**src/rtl/note_tone_divider.sv**
```systemverilog
// note_tone_divider: square-wave tone generator dividing the system clock by a key/octave period.
// Pitch updates only at period wrap so the waveform never emits a runt pulse.
module note_tone_divider #(
    parameter int CNT_W = 18,
    parameter int NKEYS = 13
) (
    input  logic             clk,
    input  logic             nrst,
    input  logic [NKEYS-1:0] keys,
    input  logic [1:0]       oct_switch,
    output logic             wave,
    output logic             note_active,
    output logic [CNT_W-1:0] period
);
    typedef enum logic {IDLE, PLAY} state_t;

    localparam logic [15:0] BASE [13] = '{
        16'd38223, 16'd36078, 16'd34053, 16'd32141, 16'd30337, 16'd28634, 16'd27028,
        16'd25510, 16'd24079, 16'd22727, 16'd21452, 16'd20248, 16'd19111
    };

    state_t           state_q, state_d;
    logic [CNT_W-1:0] cnt_q, cnt_d, period_q, period_d, base, target;
    logic             wave_q, wave_d, note_active_q, note_active_d;
    logic [3:0]       sel;
    logic             any;

    // Highest set key wins, so scan upward and let later hits overwrite.
    always_comb begin
        sel = '0;
        for (int i = 0; i < NKEYS; i++)
            if (keys[i]) sel = 4'(i);
    end

    assign any    = |keys;
    assign base   = CNT_W'(BASE[sel]);
    assign target = oct_switch == 2'b01 ? base << 1 : oct_switch == 2'b10 ? base << 2 : base;

    always_comb begin
        state_d       = state_q;
        cnt_d         = '0;
        period_d      = '0;
        note_active_d = 1'b0;
        if (!any) begin
            state_d = IDLE;
        end else if (state_q == IDLE) begin
            state_d       = PLAY;
            period_d      = target;
            note_active_d = 1'b1;
        end else begin
            note_active_d = 1'b1;
            period_d      = cnt_q == period_q - 1'b1 ? target : period_q;
            cnt_d         = cnt_q == period_q - 1'b1 ? '0 : cnt_q + 1'b1;
        end
        wave_d = note_active_d && (cnt_d < (period_d >> 1));
    end

    always_ff @(posedge clk or negedge nrst) begin
        if (!nrst) begin
            state_q       <= IDLE;
            cnt_q         <= '0;
            period_q      <= '0;
            wave_q        <= 1'b0;
            note_active_q <= 1'b0;
        end else begin
            state_q       <= state_d;
            cnt_q         <= cnt_d;
            period_q      <= period_d;
            wave_q        <= wave_d;
            note_active_q <= note_active_d;
        end
    end

    assign wave        = wave_q;
    assign note_active = note_active_q;
    assign period      = period_q;
endmodule

```
**config.mk**
```make
export PLATFORM = sky130hd
export DESIGN_NAME = note_tone_divider
export DESIGN_NICKNAME = d
export VERILOG_FILES = /design/src/rtl/note_tone_divider.sv
export SDC_FILE = /design/constraint.sdc
export NUM_CORES = 1
export LEC_CHECK = 0
export ABC_AREA = 0
export CORE_MARGIN = 3
export CORE_UTILIZATION = 43
export DETAILED_ROUTE_END_ITERATION = 10
export GPL_ROUTABILITY_DRIVEN = 0
export GPL_TIMING_DRIVEN = 0
export PLACE_DENSITY_LB_ADDON = 0.3
export REMOVE_ABC_BUFFERS = 1
export SYNTH_ARGS = -nofsm -noshare
export SYNTH_HDL_FRONTEND = slang
export SYNTH_SLANG_ARGS = --single-unit
```
**constraint.sdc**
```tcl
create_clock -name clk -period 5.6 [get_ports clk]
set_input_delay 1.12 -clock clk [delete_from_list [all_inputs] [get_ports clk]]
set_output_delay 1.12 -clock clk [all_outputs]
set_load 0.02 [all_outputs]
```
==> summary.txt <==
Status
  • Status: completed

Place
  • Placed cell count: 563
  • # port buffers: 36
  • Dpl cell area: roughly 0.004 mm^2
  • DP HPWL: ~7100 um

Worst hold path
  • Worst hold path depth: 2
  • Worst Hold Path EP: cnt_q[17]
  • Worst hold start: cnt_q[17]
  • HP Class: register to register

Clock tree
  • CTS tree: yes
  • Total CTS buffers: 5
  • CTS root buffer: clkbuf_8
  • CTS Hold Bufs: 0
  • Sink Count: 38
  • Clock Path Buffers: 2
  • Clock-pin slew on the worst setup and hold paths: 70 ps
  • Worst skew pair latency: 280 ps
  • Htree depth: 2

Finish
  • Net count, final: 520
  • Fin util: 0.5283
  • Commonest non-fill, non-tap cell in the layout: nor2_1
  • Layout cells sized above 1: 0.08805
  • Synthesis-to-layout area growth: 16.82%
  • Most frequent cells in the layout: nor2_1, dfrtp_1, clkdlybuf4s50_1
  • Inserted Diodes: 0
  • Post-route cell area: 0.004188 mm^2
  • Cell Count, Final, Fillers Out: 579

Logic synthesis
  • Yosys reg bits: 38
  • Ys async rst share: 1.000
  • Cell Area, Synth: 0.003585 mm^2
  • Count of different cell masters after synthesis: 61
  • Ys flop type: dfrtp_1
  • Syn Inst Count: 444
  • Mapped Avg Cell Area: roughly 8.1 um^2
  • Number of flops mapped to enable cells by yosys: 0
  • Yosys Warn Count: 0
  • Sequential element share of the synthesized area: 0.2653

Global routing
  • Initial antenna violation count: 0
  • Grt ovf: 0
  • Pin count of the biggest net entering global routing: 39
  • GRT Util Overall: 0.1953
  • First-pass GRT wire length: approximately 16000 um
  • Vias in the first global route: 3198

Critical path
  • Setup crit start kind: primary input
  • Worst stage delay on the critical path: 490 ps
  • Crit path DAT: 5490 ps
  • Crit-path max FO: 5
  • CP cell instances: clkdlybuf4s50_1 > nor3_1 > o21ai_0 > a31oi_2 > nor2_1 > nor2_2 > inv_1 > ha_1 > nor2_1 > o21ai_0 > a21oi_2 > buf_4 > a21oi_1 > a21oi_1 > mux2i_1 > or2_1 > ha_1 > a21o_1 > a21o_1 > a21o_1 > a21oi_1 > o21a_1 > o221ai_1 > a31oi_1
  • Worst setup EP type: register
  • R2r endpoint: wave
  • FF-to-FF Start: period[5]
  • Crit path kind: primary input to register
  • Reg2reg setup slack: slightly above 600 ps
  • Worst-case reg-to-reg path depth: 19
  • Worst path slowest cell: clkdlybuf4s50_1
  • WP data required: 5800 ps

Floorplan
  • Die X: roughly 100 um
  • Die footprint: roughly 0.0095 mm^2
  • I/O pins: 37
  • Starting density of the core: 0.4522
  • Die Ht: between 90 and 100 um
  • Num rows: 32
  • Core Box Area: 0.007928 mm^2

Pwr
  • PwrDens: 292.1 mW/mm^2
  • Pleak: 1.839 nW
  • Overall power after layout: 1.223 mW
  • Peak VDD IR: around 0.10 mV

Timing
  • Worst Tran Pin Value: 886.4 ps
  • Final Hold Vio Count: 0
  • Final period util: 0.9452
  • Slew headroom: 0.4036
  • Final Critical Period: between 5000 and 6000 ps
  • Count of pins over their slew limit: 0
  • RSZ-0062 raised after global routing: false
  • Worst hold slack: 590.8 ps
  • Max Freq: between 150 and 200 MHz
  • Final setup viols: 0
  • Post-route clock skew: roughly 5.4 ps

Route
  • Wire per inst: 15.94 um
  • DRC viols: 0
  • DR iter-0 viols: 153
  • Vias/cell: 5.791
  • Detail Route Antenna Nets: 0
  • Via count: between 3000 and 4000
  • Total wire length: 9231 um
  • DRT Pass-1 Iters: 4

Job
  • Max_cap viols: 0
timing repair:
action / CTS / global route
pin swaps: 0 / 4
setup buffers: 0 / 9
setup endpoints to repair: 1 / 1
resized for setup: 5 / 8
worst max path at each step:
stage / from / to / slack, ps / cells after the start
after floorplan: period[5] / wave / 140 / 16
after global placement: period[0] / wave / -750 / 18
after detailed placement: keys[5] / wave / -780 / 15
after CTS: period[0] / wave / 30 / 19
after global routing: keys[6] / wave / 2 / 24
final: keys[6] / wave / 310 / 24
flip-flops by register name, indices dropped and copies added, names as in the netlist:
signal	flops
cnt_q	18
note_active	1
period	18
wave	1
synth_stat cells (12+ instances only):
cell	instances	area, um^2
nand2_1	30	112.6
nor3_1	12	60.06
inv_1	12	45.04
xnor2_1	18	157.7
o21ai_0	18	90.09
nor2_1	68	255.2
xor2_1	18	157.7
nand3_1	20	100.1
clkbuf_1	15	56.30
dfrtp_1	38	950.9
ha_1	26	325.3
a21oi_1	21	105.1
stage by stage:
step	worst slack (ps)	TNS, ps
2_1_floorplan	138.0	0
3_3_place_gp	-745.9	-745.9
3_5_place_dp	-775.1	-775.1
4_1_cts	27.25	0
5_1_grt	1.911	0
6_report	306.7	0
final cells by class:
| type | count | area, um^2 |
|---|---|---|
| fillers | 739 | 3740 |
| inverters | 12 | 45.04 |
| well taps | 102 | 127.6 |
| clock buffers | 5 | 68.82 |
| multi-input cells | 374 | 2546 |
| flip-flops and latches | 38 | 950.9 |
| clock inverters | 2 | 10.01 |
| repair buffers | 46 | 439.2 |
layer usage:
metal,track usage,part of all wire,vias up
met4,0.05005,0.016,0
met3,0.01866,0.034,10
met1,0.2595,0.45,1588
li1,-,-,1679
met2,0.3408,0.50,76
met5,0,0,-
logic make-up after synthesis:
family                   after synthesis  share of synthesized area
flip-flops                            38                     0.2653
multiplexers                          14                    0.04084
AND/OR/NAND/NOR                      195                     0.2719
AO/OA/AOI/OAI                        103                     0.2049
XOR/XNOR                              36                    0.08796
buffers and inverters                 32                    0.03839
adder cells (fa/ha/maj)               26                    0.09075
power breakdown:
part / internal [mW] / leakage, nW / switching (mW) / total [mW]
registers: 0.325 / 0.495 / 0.0951 / 0.421
logic: 0.301 / 1.30 / 0.324 / 0.625
clock network: 0.0836 / 0.0438 / 0.0937 / 0.177
total: 0.710 / 1.84 / 0.513 / 1.22
critical path, delay by kind of cell:
kind | cells | cell delay (ps)
and+or+nand+nor | 5 | 810
adders and majority gates | 2 | 500
AOI/OAI and AO/OA | 13 | 2150
buffers and inverters | 3 | 780
muxes | 1 | 120
No activity file was read; power rests on OpenSTA's default activity.
